<file path="src/rtl/ps2_pkg.sv">
// Shared scan-code, modifier-flag and ASCII constants for the PS/2 keycode path.
package ps2_pkg;

  localparam int unsigned CODE_W = 8;
  localparam int unsigned SK_W   = 3;

  // special_key bit positions
  localparam int unsigned SK_CTRL  = 2;
  localparam int unsigned SK_SHIFT = 1;
  localparam int unsigned SK_ALT   = 0;

  // Modifier scan codes (set 2, make codes)
  localparam logic [CODE_W-1:0] SC_LSHIFT = 8'h12;
  localparam logic [CODE_W-1:0] SC_RSHIFT = 8'h59;
  localparam logic [CODE_W-1:0] SC_CTRL   = 8'h14;
  localparam logic [CODE_W-1:0] SC_ALT    = 8'h11;

  // Control-key scan codes
  localparam logic [CODE_W-1:0] SC_SPACE = 8'h29;
  localparam logic [CODE_W-1:0] SC_ENTER = 8'h5A;
  localparam logic [CODE_W-1:0] SC_BKSP  = 8'h66;
  localparam logic [CODE_W-1:0] SC_TAB   = 8'h0D;
  localparam logic [CODE_W-1:0] SC_ESC   = 8'h76;

  // ASCII control characters
  localparam logic [CODE_W-1:0] ASCII_SPACE = 8'h20;
  localparam logic [CODE_W-1:0] ASCII_LF    = 8'h0A;
  localparam logic [CODE_W-1:0] ASCII_BS    = 8'h08;
  localparam logic [CODE_W-1:0] ASCII_TAB   = 8'h09;
  localparam logic [CODE_W-1:0] ASCII_ESC   = 8'h1B;

  // Letter shift: uppercase sits 0x20 below lowercase
  function automatic logic [CODE_W-1:0] letter(input logic [CODE_W-1:0] lower,
                                               input logic shift);
    return shift ? CODE_W'(lower - 8'h20) : lower;
  endfunction

  // Pick the shifted or unshifted glyph of a two-symbol key
  function automatic logic [CODE_W-1:0] pick(input logic [CODE_W-1:0] lo,
                                             input logic [CODE_W-1:0] hi,
                                             input logic shift);
    return shift ? hi : lo;
  endfunction

endpackage

</file>
<file path="src/rtl/ps2_ascii_rom.sv">
// Combinational scan-code-set-2 to ASCII table. Keypad entries built only
// when KEYPAD_EN is defined.
module ps2_ascii_rom
  import ps2_pkg::*;
#(
  parameter logic [CODE_W-1:0] UNKNOWN_CODE = 8'h00
) (
  input  logic [CODE_W-1:0] device_code,
  input  logic              shift,
  output logic [CODE_W-1:0] char_c
);

  // Table lookup; anything not listed maps to UNKNOWN_CODE
  always_comb begin
    char_c = UNKNOWN_CODE;
    case (device_code)
      // letters
      8'h1C: char_c = letter(8'h61, shift);
      8'h32: char_c = letter(8'h62, shift);
      8'h21: char_c = letter(8'h63, shift);
      8'h23: char_c = letter(8'h64, shift);
      8'h24: char_c = letter(8'h65, shift);
      8'h2B: char_c = letter(8'h66, shift);
      8'h34: char_c = letter(8'h67, shift);
      8'h33: char_c = letter(8'h68, shift);
      8'h43: char_c = letter(8'h69, shift);
      8'h3B: char_c = letter(8'h6A, shift);
      8'h42: char_c = letter(8'h6B, shift);
      8'h4B: char_c = letter(8'h6C, shift);
      8'h3A: char_c = letter(8'h6D, shift);
      8'h31: char_c = letter(8'h6E, shift);
      8'h44: char_c = letter(8'h6F, shift);
      8'h4D: char_c = letter(8'h70, shift);
      8'h15: char_c = letter(8'h71, shift);
      8'h2D: char_c = letter(8'h72, shift);
      8'h1B: char_c = letter(8'h73, shift);
      8'h2C: char_c = letter(8'h74, shift);
      8'h3C: char_c = letter(8'h75, shift);
      8'h2A: char_c = letter(8'h76, shift);
      8'h1D: char_c = letter(8'h77, shift);
      8'h22: char_c = letter(8'h78, shift);
      8'h35: char_c = letter(8'h79, shift);
      8'h1A: char_c = letter(8'h7A, shift);
      // digit row
      8'h45: char_c = pick(8'h30, 8'h29, shift);
      8'h16: char_c = pick(8'h31, 8'h21, shift);
      8'h1E: char_c = pick(8'h32, 8'h40, shift);
      8'h26: char_c = pick(8'h33, 8'h23, shift);
      8'h25: char_c = pick(8'h34, 8'h24, shift);
      8'h2E: char_c = pick(8'h35, 8'h25, shift);
      8'h36: char_c = pick(8'h36, 8'h5E, shift);
      8'h3D: char_c = pick(8'h37, 8'h26, shift);
      8'h3E: char_c = pick(8'h38, 8'h2A, shift);
      8'h46: char_c = pick(8'h39, 8'h28, shift);
      // punctuation
      8'h0E: char_c = pick(8'h60, 8'h7E, shift);
      8'h4E: char_c = pick(8'h2D, 8'h5F, shift);
      8'h55: char_c = pick(8'h3D, 8'h2B, shift);
      8'h54: char_c = pick(8'h5B, 8'h7B, shift);
      8'h5B: char_c = pick(8'h5D, 8'h7D, shift);
      8'h5D: char_c = pick(8'h5C, 8'h7C, shift);
      8'h4C: char_c = pick(8'h3B, 8'h3A, shift);
      8'h52: char_c = pick(8'h27, 8'h22, shift);
      8'h41: char_c = pick(8'h2C, 8'h3C, shift);
      8'h49: char_c = pick(8'h2E, 8'h3E, shift);
      8'h4A: char_c = pick(8'h2F, 8'h3F, shift);
      // controls
      SC_SPACE: char_c = ASCII_SPACE;
      SC_ENTER: char_c = ASCII_LF;
      SC_BKSP:  char_c = ASCII_BS;
      SC_TAB:   char_c = ASCII_TAB;
      SC_ESC:   char_c = ASCII_ESC;
`ifdef KEYPAD_EN
      // numeric keypad
      8'h70: char_c = 8'h30;
      8'h69: char_c = 8'h31;
      8'h72: char_c = 8'h32;
      8'h7A: char_c = 8'h33;
      8'h6B: char_c = 8'h34;
      8'h73: char_c = 8'h35;
      8'h74: char_c = 8'h36;
      8'h6C: char_c = 8'h37;
      8'h75: char_c = 8'h38;
      8'h7D: char_c = 8'h39;
      8'h71: char_c = 8'h2E;
      8'h79: char_c = 8'h2B;
      8'h7B: char_c = 8'h2D;
      8'h7C: char_c = 8'h2A;
`endif
      default: char_c = UNKNOWN_CODE;
    endcase
  end

endmodule

</file>
<file path="src/rtl/ps2_keycode_resolver.sv">
// PS/2 set-2 scan code to character code with modifier flags, one-cycle
// registered latency. Optional macro KEYPAD_EN adds numeric keypad mapping.
module ps2_keycode_resolver
  import ps2_pkg::*;
#(
  parameter logic [CODE_W-1:0] UNKNOWN_CODE = 8'h00
) (
  input  logic              clk,
  input  logic              rst,
  input  logic [CODE_W-1:0] device_code,
  input  logic              shift_pressed,
  output logic [CODE_W-1:0] internal_code,
  output logic [SK_W-1:0]   special_key
);

  logic [CODE_W-1:0] char_c;
  logic [SK_W-1:0]   special_c;

  ps2_ascii_rom #(
    .UNKNOWN_CODE(UNKNOWN_CODE)
  ) u_rom (
    .device_code(device_code),
    .shift      (shift_pressed),
    .char_c     (char_c)
  );

  // Modifier decode, independent of shift state
  always_comb begin
    special_c = '0;
    case (device_code)
      SC_CTRL:              special_c[SK_CTRL]  = 1'b1;
      SC_LSHIFT, SC_RSHIFT: special_c[SK_SHIFT] = 1'b1;
      SC_ALT:               special_c[SK_ALT]   = 1'b1;
      default:              special_c = '0;
    endcase
  end

  // Output register stage
  always_ff @(posedge clk or posedge rst) begin
    if (rst) begin
      internal_code <= '0;
      special_key   <= '0;
    end else begin
      internal_code <= char_c;
      special_key   <= special_c;
    end
  end

endmodule

</file>
<file path="config.mk">
export PLATFORM = sky130hd
export DESIGN_NAME = ps2_keycode_resolver
export DESIGN_NICKNAME = d
export VERILOG_FILES = /design/src/rtl/ps2_pkg.sv /design/src/rtl/ps2_ascii_rom.sv /design/src/rtl/ps2_keycode_resolver.sv
export SDC_FILE = /design/constraint.sdc
export NUM_CORES = 1
export LEC_CHECK = 0
export ABC_AREA = 1
export BUFFER_PORTS_ARGS = -buffer_cell sky130_fd_sc_hd__buf_2
export CAP_MARGIN = 0
export CORE_UTILIZATION = 51
export CTS_CLUSTER_SIZE = 40
export DETAILED_ROUTE_END_ITERATION = 8
export PLACE_DENSITY = 0.73
export SETUP_SLACK_MARGIN = 0.1
export SYNTH_ARGS = -nofsm -noshare
export SYNTH_HDL_FRONTEND = slang
export SYNTH_SLANG_ARGS = --single-unit
</file>
<file path="constraint.sdc">
create_clock -name clk -period 0.8 [get_ports clk]
set_input_delay 0.16 -clock clk [delete_from_list [all_inputs] [get_ports clk]]
set_output_delay 0.16 -clock clk [all_outputs]
set_load 0.01 [all_outputs]
</file>
==> results of run 1 <==
==> synth_stat cells, drive strengths merged <==
| master | count | area share (%) |
|---|---|---|
| nor3 | 8 | 3.0 |
| nand3 | 27 | 10 |
| nand4 | 8 | 3.7 |
| o21ai | 8 | 3.0 |
| or2 | 1 | 0.47 |
| o22ai | 1 | 0.47 |
| a21oi | 5 | 1.9 |
| dfrtp | 10 | 19 |
| nor2 | 75 | 23 |
| inv | 25 | 7.0 |
| buf | 3 | 1.3 |
| nor3b | 1 | 0.56 |
| nand3b | 2 | 1.1 |
| nand2 | 88 | 25 |
| conb | 1 | 0.28 |
| o211ai | 1 | 0.56 |
==> kinds of logic after synthesis <==
logic type / count (synthesis) / share of synthesized area (%)
AND/OR/NAND/NOR: 210 / 66.9
other: 1 / 0.280
AO/OA/AOI/OAI: 15 / 5.88
flip-flops: 10 / 18.7
buffers and inverters: 28 / 8.31
==> timing repair <==
item	CTS
gates resized for setup	81
hold endpoints to repair	10
pin swaps	38
gates cloned	0
buffers inserted	7
endpoints found under the setup margin	20
==> metrics by stage <==
step,setup TNS [ns],hold WS [ns]
floorplan,-0.940,0.000178
detailed placement,-4.98,0.145
global placement,-4.82,0.135
CTS,-2.28,-0.133
==> results.cfg, run 1 <==
[synthesis]
synth_cells = 264
synthesis.area_sq_mm = 0.00134
avgSynthCellArea_sq_um = 5.08
synth_cell_type_count = 20
syn-num-nets = 275
synth-seq-cells = 10
yosys_warnings = 0
ys_seq_area_share_pct = 18.7

[sta]
grt_worst_setup_endpoint = internal_code[4]$_DFF_PP0_/D
worst-ep-kind = sequential cell input

[outcome]
status = did not finish
error_line = [ERROR DPL-0038] Utilization greater than 100%, impossible to legalize
stop_stage = global routing (5_1_grt)

[placed_design]
place_ws_ns = -0.665
place_inst = 341
port_buffers = 20
dp_hpwl_microns = 4280
place.gp.congestion = 0.993
post_dp_cell_area_sq_mm = 0.00193

[clocking]
cts.htree.levels = 1
clock_path_buffers = 2
clock-sinks = 10
numCtsBuffers = 3
root_buffer = clkbuf_4

[die]
initial_core_util_pct = 54.1
io_pins = 22
dieHeight_microns = 53.3
fp-row-count = 18
die_w_microns = 53.3

[global_routing]
grt_max_degree = 11
==> inputs of run 2 (changes only) <==
- CORE_UTILIZATION: 51 -> 36
- CTS_CLUSTER_SIZE: 40 -> default
- PLACE_DENSITY: 0.73 -> default
- PLACE_DENSITY_LB_ADDON: default -> 0.15
- SETUP_SLACK_MARGIN: 0.1 -> default
- clock period: 0.8 -> 1.05 ns (I/O delays scaled with it)
==> run 2 against run 1 <==
  * The flow now finishes, with violations (setup timing)
  * Synthesized area stayed put
  * Synthesized cell count stayed put
==> results.cfg, run 2 <==
[routing]
drc_errors = 0
vias = 2177
initialDrtViolationCount = 209
wire_per_inst_microns = 15.5
ant_nets = 0
firstDrtPassIters = 5
via_per_inst = 5.53
routed_wl_microns = 6090

[setup_path]
cpMaxStageDelayCell = nor2_4
path_cells = buf_6 -> nand2_4 -> buf_4 -> nor2_4 -> nand2_2 -> nand2_2 -> inv_2 -> nand2_2 -> nor2_1 -> nand3_1 -> nand2_1 -> nand2_1
crit_arrival_ns = 1.37
required_ns = 1.22
cp-start-kind = input port
cp_common_cell = nand2_2
worst-path-buf-inv = 3
max_stage_delay_ns = 0.22
crit_type = input port to flip-flop
cpLargestDelayFamily = simple AND/OR/NAND/NOR gates
end_kind = flip-flop
cp_max_fo = 6

[synthesis]
avgSynthCellArea_sq_um = 5.08
synth-seq-cells = 10
synth_top_area_share_pct = 23.8
ys_top_cells_by_area = nand2_1, nor2_1, dfrtp_1
yosys.area.top_type = nand2_1
async_reset_ff_share_pct = 100
synth_ff_type = dfrtp_1
synth_cells = 264
synth_most_common_cell = nand2_1
yosys_warnings = 0
synth_cell_type_count = 20
ys_seq_area_share_pct = 18.7
synth_edf_count = 0
ys_top_cells_by_count = nand2_1, nor2_1, nand3_1, inv_1, dfrtp_1
synthesis.area_sq_mm = 0.00134
syn-num-nets = 275

[die]
initial_core_util_pct = 38.9
die_w_microns = 63.0
io_pins = 22
dieArea_sq_mm = 0.00397
dieHeight_microns = 63.0
fp.coreArea_sq_mm = 0.00344
fp-row-count = 21

[finish]
top_register = internal_code
antennaDiodeCount = 0
final_common_cell = buf_4
reg_top3 = internal_code (7), special_key (3)
fin_nets = 360
multi_input_area_sq_mm = 0.00144
largest_reg_flops = 7
final_cell_mix = buf_4, nand2_1, nor2_1
fin_util_pct = 75.7
seq_area_sq_um = 250
fillers = 234
syn2layout_area_growth_pct = 94.4
layout-drive-gt1-share_pct = 57.5

[clocking]
numCtsBuffers = 3
clock_path_buffers = 2
root_buffer = clkbuf_8
cts.htree.levels = 1
clock-sinks = 10
clk_pin_slew_worst_paths_ns = 0.05
cts_tree = yes

[flow_run]
cap_violations = 0

[placed_design]
port_buffers = 20
dp_hpwl_microns = 4010
place.gp.congestion = 1.02

[outcome]
failed_checks = setup timing
status = finished, violations left

[sta]
period_minus_slack_ns = 1.20
setup_viol = 7
period_share_pct = 114
rsz0062_at_grt = true
finalHoldViolations = 0
max_freq_mhz = 835
slew_viol_final = 0
setup_slack_ns = -0.147

[worst_hold_path]
hp-start = device_code[0]
hp-class = input port to flip-flop
min_to = special_key[2]
whs_path_depth = 5

[pwr]
totalPowerFinal_w = 0.00143
p_leak_nw = 1.48
powerDensity_mw_per_mm2 = 548
ir_worst_vdd_v = 0.000301

[global_routing]
overflow = 0
grt_pass1_wl_microns = 9250
grt_pass1_vias = 2122
grt_max_degree = 11
grt_usage_pct = 29.5
grt_antenna_before_repair = 0
run 2: cell counts after synthesis:
Identical to the previous run, type by type.
run 2: power breakdown:
part / internal [W] / leakage (nW) / total (W) / switching [W]
Combinational: 0.000235 / 1.32 / 0.000551 / 0.000316
Clock: 0.000328 / 0.0288 / 0.000465 / 0.000137
Sequential: 0.000408 / 0.137 / 0.000411 / 0.00000373
Total: 0.000971 / 1.48 / 0.00143 / 0.000457
run 2: routing by layer:
metal	wire, microns	up-vias	GRT usage, %
li1	-	1016	-
met1	2240	974	33.7
met2	3050	144	49.9
met3	496	43	4.38
met4	305	0	20.3
met5	0	-	0
run 2: cell type report:
| cell class | count | share of cell area (%) |
|---|---|---|
| Tap cell | 46 | 2.21 |
| Clock buffer | 4 | 2.11 |
| Sequential cell | 10 | 9.61 |
| Multi-Input combinational cell | 226 | 55.1 |
| Timing Repair Buffer | 83 | 26.1 |
| Inverter | 25 | 4.85 |
run 2: cell families (layout without fill, tap and decap cells):
group           Yosys count  in the layout  synth area share, %
buf+inv                  28            112                 8.31
compound gates           15             15                 5.88
simple gates            210            210                 66.9
other cells               1              1                0.280
flops                    10             10                 18.7
run 2: how the worst max path moves through the flow:
stage / from / endpoint / slack, ns / depth (start not counted)
global placement: device_code[4] / internal_code[0] / -0.46 / 10
floorplan: device_code[7] / internal_code[5] / -0.007 / 9
CTS: device_code[6] / internal_code[5] / -0.05 / 13
detailed placement: device_code[2] / internal_code[5] / -0.44 / 12
global route: device_code[6] / internal_code[5] / -0.18 / 13
finish: device_code[3] / internal_code[5] / -0.15 / 12
run 2: repair_timing:
action	in CTS	in global routing
endpoints found under the hold margin	10	0
pin swaps	46	32
resized for setup	115	55
hold buffers	1	0
setup buffers	17	4
endpoints found under the setup margin	7	8
run 2: metrics by stage:
step / instance area, sq um / std cells / setup WS, ns / TNS (ns) / hold slack [ns]
2_1_floorplan: 1390 / 264 / -0.00684 / -0.00759 / 0.0502
3_3_place_gp: 1840 / 369 / -0.456 / -3.02 / 0.185
3_5_place_dp: 1840 / 369 / -0.442 / -3.00 / 0.189
4_1_cts: 2380 / 390 / -0.0548 / -0.146 / 0.371
5_1_grt: 2610 / 394 / -0.178 / -1.07 / 0.405
6_report: 2610 / 394 / -0.147 / -0.625 / 0.397
Note: power is estimated with default switching activity, not from simulation.
==> inputs of run 3 (changes only) <==
- SETUP_SLACK_MARGIN: default -> 0.3
==> run 3 against run 2 <==
  * The run ends with hold timing, setup timing left
  * Final cell count shrank 7.6%
  * Worst setup slack gained 0.043 ns
  * Combinational power shrank 2%
  * Global-route usage shrank 1.5 points
  * Critical path depth shrank 2
  * Cell area shrank 8.4%
  * Total power shrank 7.0%
  * Via count shrank 7.9%
  * Hold slack lost 0.46 ns
  * Fmax grew 3.7%
  * Critical endpoint unchanged
  * Largest cell class unchanged
==> results.cfg, run 3 (same netlist as run 2, synthesis figures left out) <==
[outcome]
status = finished, violations left
failed_checks = hold timing, setup timing

[finish]
finalNonFillerCells = 364
antennaDiodeCount = 0
final_common_cell = nand2_1
reg_top3 = internal_code (7), special_key (3)
top_register = internal_code
layout-drive-gt1-share_pct = 52.2
syn2layout_area_growth_pct = 78.2
final_cell_mix = nand2_1, nor2_1, buf_4
fin_nets = 331
largest_reg_flops = 7
fin_util_pct = 69.4

[flow_run]
cap_violations = 0

[die]
initial_core_util_pct = 38.9
fp-row-count = 21
fp.coreArea_sq_mm = 0.00344
io_pins = 22
dieHeight_microns = 63.0
dieArea_sq_mm = 0.00397
die_w_microns = 63.0

[sta]
timing.hold.ws_ns = -0.0642
period_share_pct = 110
finalHoldViolations = 10
setup_slack_ns = -0.104
setup_viol = 6
period_minus_slack_ns = 1.15
slew_viol_final = 0
rsz0062_at_grt = true
max_freq_mhz = 866

[placed_design]
dp_hpwl_microns = 4000
place_ws_ns = -0.443
port_buffers = 20
place.gp.congestion = 1.01
place_inst = 353

[setup_path]
crit_type = input port to flip-flop
max_stage_delay_ns = 0.23
crit_arrival_ns = 1.32
cp_common_cell = nand2_1
path_cells = buf_12 -> nor2_4 -> nand2_4 -> nor2_2 -> nor2_1 -> nand2_1 -> nor2_1 -> nand3_1 -> nand2_1 -> nand2_1
required_ns = 1.22
cp_max_fo = 6
cpMaxStageDelayCell = nor2_4
end_kind = flip-flop
cp-start-kind = input port

[routing]
vias = 2006
firstDrtPassIters = 5
ant_nets = 0
routed_wl_microns = 5440
drc_errors = 0
wire_per_inst_microns = 14.9
via_per_inst = 5.51
initialDrtViolationCount = 138

[clocking]
numCtsBuffers = 3
clock-sinks = 10
cts.htree.levels = 1
cts_tree = yes
root_buffer = clkbuf_8
clock_path_buffers = 2
clk_pin_slew_worst_paths_ns = 0.04

[global_routing]
grt_max_degree = 11
grt_usage_pct = 28.0
grt_pass1_wl_microns = 8780
overflow = 0
grt_pass1_vias = 1909
grt_antenna_before_repair = 0

[pwr]
p_leak_nw = 1.28
powerDensity_mw_per_mm2 = 556
ir_worst_vdd_v = 0.000295

[worst_hold_path]
hp-class = input port to asynchronous set/reset pin
run 3: cell count changes in the layout (fill, tap and decap cells not counted), moves of 3 or more:
| cell | change |
|---|---|
| buf_8 | -3 |
| buf_12 | +4 |
| nand2_4 | -5 |
| nand2_2 | +5 |
| nor2_2 | -4 |
| buf_4 | -27 |
| nor2_1 | +3 |
run 3: final timing paths:
path,endpoint,cells past startpoint,from
max,internal_code[5],10,device_code[6]
min,special_key[2],2,rst
max in group asynchronous,internal_code[5],2,rst
min in group clk,special_key[2],5,device_code[0]
run 3: critical path, delay by kind of cell:
kind,cells,cell delay [ns]
AND/OR/NAND/NOR,9,0.99
buffers and inverters,1,0.12
run 3: power by group:
part           switching (W)  leakage, nW  internal (W)
registers         0.00000378        0.137      0.000408
clock network       0.000126       0.0216      0.000249
logic               0.000323         1.12      0.000218
total               0.000453         1.28      0.000875
run 3: what timing repair did:
item,CTS,global route
pin swaps,33,7
gates resized for setup,83,21
setup buffers,6,2
endpoints found under the hold margin,10,10
endpoints found under the setup margin,20,20
run 3: per-stage QoR:
step	instance area, sq um	power [W]	hold WS [ns]	setup TNS [ns]
4_1_cts	2300	0.00130	-0.0539	0
3_3_place_gp	1930	0.000815	0.189	-2.79
2_1_floorplan	1600	0.000662	0.0502	0
5_1_grt	2390	0.00140	-0.0237	-0.628
6_report	2390	0.00133	-0.0642	-0.293
3_5_place_dp	1930	0.000816	0.191	-2.74
run 3: final cells by class:
class | instances | area (sq um)
Clock buffer | 3 | 41.3
Timing Repair Buffer | 54 | 480
Sequential cell | 10 | 250
Multi-Input combinational cell | 226 | 1410
Tap cell | 46 | 57.6
Inverter | 25 | 149
Fill cell | 269 | 1050
run 3: per-layer routing:
metal  up-vias  share of wire [%]  GRT usage (%)
met5         -                  0              0
met4         0                5.4           16.3
met3        37                8.0           3.47
met2       118                 48           47.7
met1       895                 39           33.2
li1        956                  -              -
